$ cat src/rtl/up_dn_seq_pkg.sv
// Shared definitions for the up/down counter sequencer: width, opcodes, FSM states.
package up_dn_seq_pkg;

  localparam int WIDTH = 5;
  localparam logic [WIDTH-1:0] MAX = {WIDTH{1'b1}};

  typedef enum logic [1:0] {
    OP_LOAD   = 2'b00,
    OP_SEEK   = 2'b01,
    OP_BOUNCE = 2'b10,
    OP_HOLD   = 2'b11
  } op_e;

  typedef enum logic [2:0] {
    ST_IDLE,
    ST_LOAD,
    ST_SEEK,
    ST_BNC_DN,
    ST_BNC_UP,
    ST_HOLD,
    ST_DONE
  } state_e;

endpackage

$ cat src/rtl/up_dn_counter.sv
// 5-bit saturating up/down counter; Load beats Down, Down beats Up.
module up_dn_counter
  import up_dn_seq_pkg::*;
(
  input  logic             CLK,
  input  logic             RST,
  input  logic [WIDTH-1:0] IN,
  input  logic             Load,
  input  logic             Up,
  input  logic             Down,
  output logic [WIDTH-1:0] Counter,
  output logic             Low,
  output logic             High
);

  always_ff @(posedge CLK or negedge RST) begin
    if (!RST) begin
      Counter <= '0;
    end else if (Load) begin
      Counter <= IN;
    end else if (Down) begin
      if (Counter != '0) Counter <= Counter - 1'b1;
    end else if (Up) begin
      if (Counter != MAX) Counter <= Counter + 1'b1;
    end
  end

  assign Low  = (Counter == '0);
  assign High = (Counter == MAX);

endmodule

$ cat src/rtl/up_dn_counter_sys.sv
// Integration wrapper: sequencer driving the saturating up/down counter.
module up_dn_counter_sys
  import up_dn_seq_pkg::*;
(
  input  logic             CLK,
  input  logic             RST,
  input  logic             Cmd_Valid,
  output logic             Cmd_Ready,
  input  logic [1:0]       Cmd_Op,
  input  logic [WIDTH-1:0] Cmd_Arg,
  input  logic             Abort,
  output logic [WIDTH-1:0] Counter,
  output logic             Busy,
  output logic             Done
);

  logic [WIDTH-1:0] in_val;
  logic             load, up, down, low, high;

  up_dn_counter_seq u_seq (
    .CLK       (CLK),
    .RST       (RST),
    .Cmd_Valid (Cmd_Valid),
    .Cmd_Ready (Cmd_Ready),
    .Cmd_Op    (Cmd_Op),
    .Cmd_Arg   (Cmd_Arg),
    .Abort     (Abort),
    .Counter   (Counter),
    .Low       (low),
    .High      (high),
    .IN        (in_val),
    .Load      (load),
    .Up        (up),
    .Down      (down),
    .Busy      (Busy),
    .Done      (Done)
  );

  up_dn_counter u_cnt (
    .CLK     (CLK),
    .RST     (RST),
    .IN      (in_val),
    .Load    (load),
    .Up      (up),
    .Down    (down),
    .Counter (Counter),
    .Low     (low),
    .High    (high)
  );

endmodule

$ cat src/rtl/up_dn_counter_seq.sv
// Command-driven sequencer: runs LOAD / SEEK / BOUNCE / HOLD on the saturating counter.
//
// state     | meaning
// ----------+----------------------------------------------------------
// ST_IDLE   | waiting for a command, Cmd_Ready=1
// ST_LOAD   | one-cycle Load pulse with IN=arg_r
// ST_SEEK   | step towards arg_r until Counter==arg_r
// ST_BNC_DN | sweep down until Low
// ST_BNC_UP | sweep up until High, then count one bounce off rem
// ST_HOLD   | controls idle for max(arg_r,1) cycles
// ST_DONE   | one-cycle Done pulse, may accept the next command
module up_dn_counter_seq
  import up_dn_seq_pkg::*;
(
  input  logic             CLK,
  input  logic             RST,
  input  logic             Cmd_Valid,
  output logic             Cmd_Ready,
  input  logic [1:0]       Cmd_Op,
  input  logic [WIDTH-1:0] Cmd_Arg,
  input  logic             Abort,
  input  logic [WIDTH-1:0] Counter,
  input  logic             Low,
  input  logic             High,
  output logic [WIDTH-1:0] IN,
  output logic             Load,
  output logic             Up,
  output logic             Down,
  output logic             Busy,
  output logic             Done
);

  localparam logic [WIDTH-1:0] ONE = WIDTH'(1);

  state_e           state, state_nxt;
  op_e              op_r;
  logic [WIDTH-1:0] arg_r;
  logic [WIDTH-1:0] rem;
  logic [WIDTH-1:0] hold_cnt;
  logic [WIDTH-1:0] in_r;
  logic             accept;
  logic             abort_act;

  always_ff @(posedge CLK or negedge RST) begin
    if (!RST) begin
      state    <= ST_IDLE;
      op_r     <= OP_LOAD;
      arg_r    <= '0;
      rem      <= '0;
      hold_cnt <= '0;
      in_r     <= '0;
    end else begin
      state <= state_nxt;
      if (accept) begin
        op_r     <= op_e'(Cmd_Op);
        arg_r    <= Cmd_Arg;
        rem      <= Cmd_Arg;
        hold_cnt <= (Cmd_Arg == '0) ? ONE : Cmd_Arg;
        if (op_e'(Cmd_Op) == OP_LOAD) in_r <= Cmd_Arg;
      end else if (!abort_act) begin
        if (state == ST_BNC_UP && High) rem <= rem - 1'b1;
        if (state == ST_HOLD) hold_cnt <= hold_cnt - 1'b1;
      end
    end
  end

  assign IN        = in_r;
  assign abort_act = Abort && (state != ST_IDLE);

  always_comb begin
    state_nxt = state;
    Cmd_Ready = 1'b0;
    Load      = 1'b0;
    Up        = 1'b0;
    Down      = 1'b0;
    Busy      = 1'b1;
    Done      = 1'b0;
    accept    = 1'b0;

    case (state)
      ST_IDLE: begin
        Busy      = 1'b0;
        Cmd_Ready = 1'b1;
        accept    = Cmd_Valid;
      end
      ST_LOAD: begin
        Load      = (op_r == OP_LOAD);
        state_nxt = ST_DONE;
      end
      ST_SEEK: begin
        Up   = (Counter < arg_r);
        Down = (Counter > arg_r);
        if (Counter == arg_r) state_nxt = ST_DONE;
      end
      ST_BNC_DN: begin
        Down = !Low;
        if (Low) state_nxt = ST_BNC_UP;
      end
      ST_BNC_UP: begin
        Up = !High;
        if (High) state_nxt = (rem == ONE) ? ST_DONE : ST_BNC_DN;
      end
      ST_HOLD: begin
        if (hold_cnt == ONE) state_nxt = ST_DONE;
      end
      ST_DONE: begin
        Done      = 1'b1;
        Cmd_Ready = 1'b1;
        accept    = Cmd_Valid;
        state_nxt = ST_IDLE;
      end
      default: state_nxt = ST_IDLE;
    endcase

    // Abort wins over everything, including a command offered during DONE.
    if (abort_act) begin
      Load      = 1'b0;
      Up        = 1'b0;
      Down      = 1'b0;
      Done      = 1'b0;
      accept    = 1'b0;
      state_nxt = ST_IDLE;
    end else if (accept) begin
      case (op_e'(Cmd_Op))
        OP_LOAD:   state_nxt = ST_LOAD;
        OP_SEEK:   state_nxt = ST_SEEK;
        OP_BOUNCE: state_nxt = (Cmd_Arg == '0) ? ST_DONE : ST_BNC_DN;
        OP_HOLD:   state_nxt = ST_HOLD;
        default:   state_nxt = ST_IDLE;
      endcase
    end
  end

endmodule

$ cat config.mk
export PLATFORM = sky130hd
export DESIGN_NAME = up_dn_counter_sys
export DESIGN_NICKNAME = d
export VERILOG_FILES = /design/src/rtl/up_dn_seq_pkg.sv /design/src/rtl/up_dn_counter.sv /design/src/rtl/up_dn_counter_sys.sv /design/src/rtl/up_dn_counter_seq.sv
export SDC_FILE = /design/constraint.sdc
export NUM_CORES = 1
export LEC_CHECK = 0
export CORE_MARGIN = 2
export CORE_UTILIZATION = 35
export DETAILED_ROUTE_END_ITERATION = 10
export PLACE_DENSITY = 0.65
export SYNTH_ARGS = -nofsm -noshare
export SYNTH_HDL_FRONTEND = slang
export SYNTH_HIERARCHICAL = 1
export SYNTH_SLANG_ARGS = --single-unit
$ cat constraint.sdc
create_clock -name CLK -period 3.8 [get_ports CLK]
set_input_delay 0.76 -clock CLK [delete_from_list [all_inputs] [get_ports CLK]]
set_output_delay 0.76 -clock CLK [all_outputs]
set_load 0.02 [all_outputs]
==> results of run 1 <==
-- metal layers --
metal / GRT usage (%) / up-vias
met4: 6.10 / 0
met3: 3.67 / 4
met1: 21.2 / 794
met2: 23.9 / 24
li1: - / 824
met5: 0 / -
-- cells in the mapped netlist, types with 2 or more instances --
| cell type | n |
|---|---|
| a211oi_1 | 5 |
| a21o_1 | 2 |
| a21oi_1 | 7 |
| buf_2 | 5 |
| dfrtp_1 | 30 |
| ha_1 | 16 |
| inv_1 | 15 |
| mux2_4 | 5 |
| mux2i_1 | 3 |
| nand2_1 | 22 |
| nand2_4 | 2 |
| nand2b_1 | 7 |
| nand3_1 | 9 |
| nand3b_1 | 3 |
| nand4_1 | 3 |
| nor2_1 | 10 |
| nor2b_1 | 3 |
| nor3_1 | 5 |
| nor4b_2 | 2 |
| o211ai_1 | 3 |
| o21a_1 | 3 |
| o21ai_0 | 14 |
| o21ai_1 | 4 |
| o21ai_4 | 2 |
| o22ai_1 | 2 |
| or4_1 | 4 |
| xnor2_1 | 7 |
| xor2_1 | 2 |
-- power by group through the flow --
stage / clock network [mW] / logic (mW) / registers, mW
detailed placement: 0 / 1.04 / 0.664
CTS: 0.278 / 1.05 / 0.659
floorplan: 0 / 0.760 / 0.632
finish: 0.272 / 1.04 / 0.657
global route: 0.292 / 1.16 / 0.685
global placement: 0 / 1.02 / 0.658
-- worst max path at each step --
stage                                         to  slack, ns  cells after the start
floorplan           u_cnt/Counter[3]$_DFFE_PN0P_       0.55                     10
global placement    u_cnt/Counter[3]$_DFFE_PN0P_       0.19                     11
detailed placement  u_cnt/Counter[3]$_DFFE_PN0P_       0.13                     11
CTS                 u_cnt/Counter[3]$_DFFE_PN0P_       0.44                     11
global route        u_cnt/Counter[4]$_DFFE_PN0P_       0.18                     11
finish              u_cnt/Counter[3]$_DFFE_PN0P_       0.45                     11
-- worst max-delay path: stages --
cell             delay [ns]
clkdlybuf4s50_1        0.41
nand2b_1               0.22
nor3_1                 0.25
nand2_1                0.10
o21ai_0                0.51
ha_1                   0.35
a21o_1                 0.15
a21oi_1                0.16
xnor2_1                0.08
mux2_1                 0.28
mux2_2                 0.25
-- metrics by stage --
step                      area (um^2)  hold WS (ns)  setup slack, ns
after floorplan                  2070         0.441            0.550
after CTS                        2440         0.484            0.441
after detailed placement         2350         0.468            0.132
after global placement           2350         0.458            0.187
final                            2440         0.486            0.451
after global routing             2440         0.529            0.179
-- area by class of cell --
class                   count  area share, %
clock buffers               7           3.54
clock inverters             1          0.205
inverters                  15           2.31
multi-input cells         167           50.7
flip-flops and latches     30           30.8
well taps                  75           3.85
repair buffers             22           8.62
-- kinds of logic (layout without fill, tap and decap cells) --
family                     count (synthesis)  after routing  share of synthesized area [%]
and+or+nand+nor                           82             82                           23.0
AOI/OAI and AO/OA                         49             49                           16.0
DFF                                       30             30                           36.3
buffers and inverters                     21             45                           4.11
adders and majority gates                 17             17                           10.6
muxes                                     10             10                           6.16
xor gates and xnor gates                   9              9                           3.81
-- registers in the layout (all words and copies together), names as in the netlist --
name            flops
u_cnt/Counter       5
u_seq/IN            5
u_seq/arg_r         5
u_seq/hold_cnt      5
u_seq/op_r          2
u_seq/rem           5
u_seq/state         3
==> impl_metrics.toml, run 1 <==
[outcome]
status = "finished, final reports clean"

[yosys]
synth_edf_count = 0
synth_flop_cell = "dfrtp_1"
yosys-top-cells-area = "dfrtp_1 (36%), ha_1 (9.7%), nand2_1 (4.0%)"
yosys_warnings = 6
synth_top_area_share_pct = 36.3
synth_area_mm2 = 0.00207
synth_seq_area_share_pct = 36.3
synth_cells = 218
synth_seq_cells = 30
synth.distinct_cells = 51
avgSynthCellArea_um2 = 9.50
async_flop_share_pct = 100
yosysTopAreaCell = "dfrtp_1"
syn_nets = 246

[die]
start_util_pct = 35.6
die_area_mm2 = 0.00655
design.core.area_mm2 = 0.00582
io_pins = 19
die_height_um = 80.9
die-width_um = 80.9
num_rows = 28

[flow_run]
maxCapViolCount = 0

[timing]
finClkSkew_ns = 0.0128
setup_viol = 0
hold_viol_final = 0
setup-tns-final_ns = 0
finalCritPeriodShare_pct = 88.1
fmax_mhz = 299
drv_slew = 0
min_period_ns = 3.35
rsz0062_at_grt = "false"
tightest_slew_ns = 0.619
slew_headroom_pct = 58.3

[cells_and_area]
final_util_pct = 41.9
mostFrequentLayoutCell = "dfrtp_1"
area_growth_pct = 17.7
fillers = 633
register_area_um2 = 751
layout_common_cells = "dfrtp_1 (30), nand2_1 (22), clkdlybuf4s50_1 (18), ha_1 (16), inv_1 (15)"
nets = 269
fin_cells = 317
multi_input_area_mm2 = 0.00123
drive_gt1_share_pct = 12.0
antennaDiodeCount = 0

[power_and_ir_drop]
sequentialPowerShare_pct = 33.4
p_per_area_mw_per_mm2 = 807
switchingPower_mw = 0.844
p_comb_share_pct = 52.8
power.share.clock_pct = 13.8
p_int_mw = 1.12
vdd_drop_max_mv = 0.313
switching_share_pct = 42.9
power_mw = 1.97
p_leak_nw = 1.06

[clock_tree]
clockBufferDepth = 2
hold_buffers = 0
cts_tree = "yes"
h-tree-depth = 2
cts.sinks = 30
insertion_delay_ns = 0.29
cts.repair.resized = 0
post-cts-setup-buffers = 0
cts_made_buffers = 5
root_buffer = "clkbuf_8"
cts.clk_slew.worst_paths_ns = 0.07

[placement]
routabilityCongestion = 0.793
port_buffers = 18
dp.cells = 309
dpl.hpwl_mm = 3.47

[global_route]
grt-ovfl-total = 0
grt_pass1_vias = 1539
grt_usage_pct = 15.6
grt_max_degree = 31
antenna_found_initial = 0
grt_pass1_wl_mm = 7.58

[worst_setup_path]
r2r_end = "u_cnt/Counter[3]$_DFFE_PN0P_"
ff2ff_setup_slack_ns = 0.50
reg2reg_from = "u_cnt/Counter[1]$_DFFE_PN0P_"
critical_path_required_ns = 3.97
crit_path_start = "Abort"
crit_fanout = 5
cp.arrival_ns = 3.52
reg2reg_depth = 12
path_class = "primary input to flip-flop"
critPathLaunchType = "primary input"
cp-end-kind = "flip-flop"

[detailed_routing]
ant_nets = 0
drt-total-wl_mm = 4.67
wl_met3_um = 175
met2_length_mm = 2.10
drt-met1-wl_mm = 2.34
drc = 0
first_pass_iters = 4
drt-wirelength-per-cell_um = 14.7
drt_iter0_markers = 68
vias = 1646
maxUsedRoutingLayer = "met4"
vias_per_cell = 5.19

[min_path]
min_to = "u_seq/op_r[1]$_DFFE_PN0P_"
hp-start = "u_seq/op_r[1]$_DFFE_PN0P_"
min-delay-path-class = "flip-flop to flip-flop"
hold_depth = 2
No activity file was read; power rests on OpenSTA's default activity.
==> inputs of run 2 (changes only) <==
Settings changed: ABC_CLOCK_PERIOD_IN_PS set to 3800.
==> results of run 2 <==
The final DEF is identical to that of run 1; final timing and power are the same.
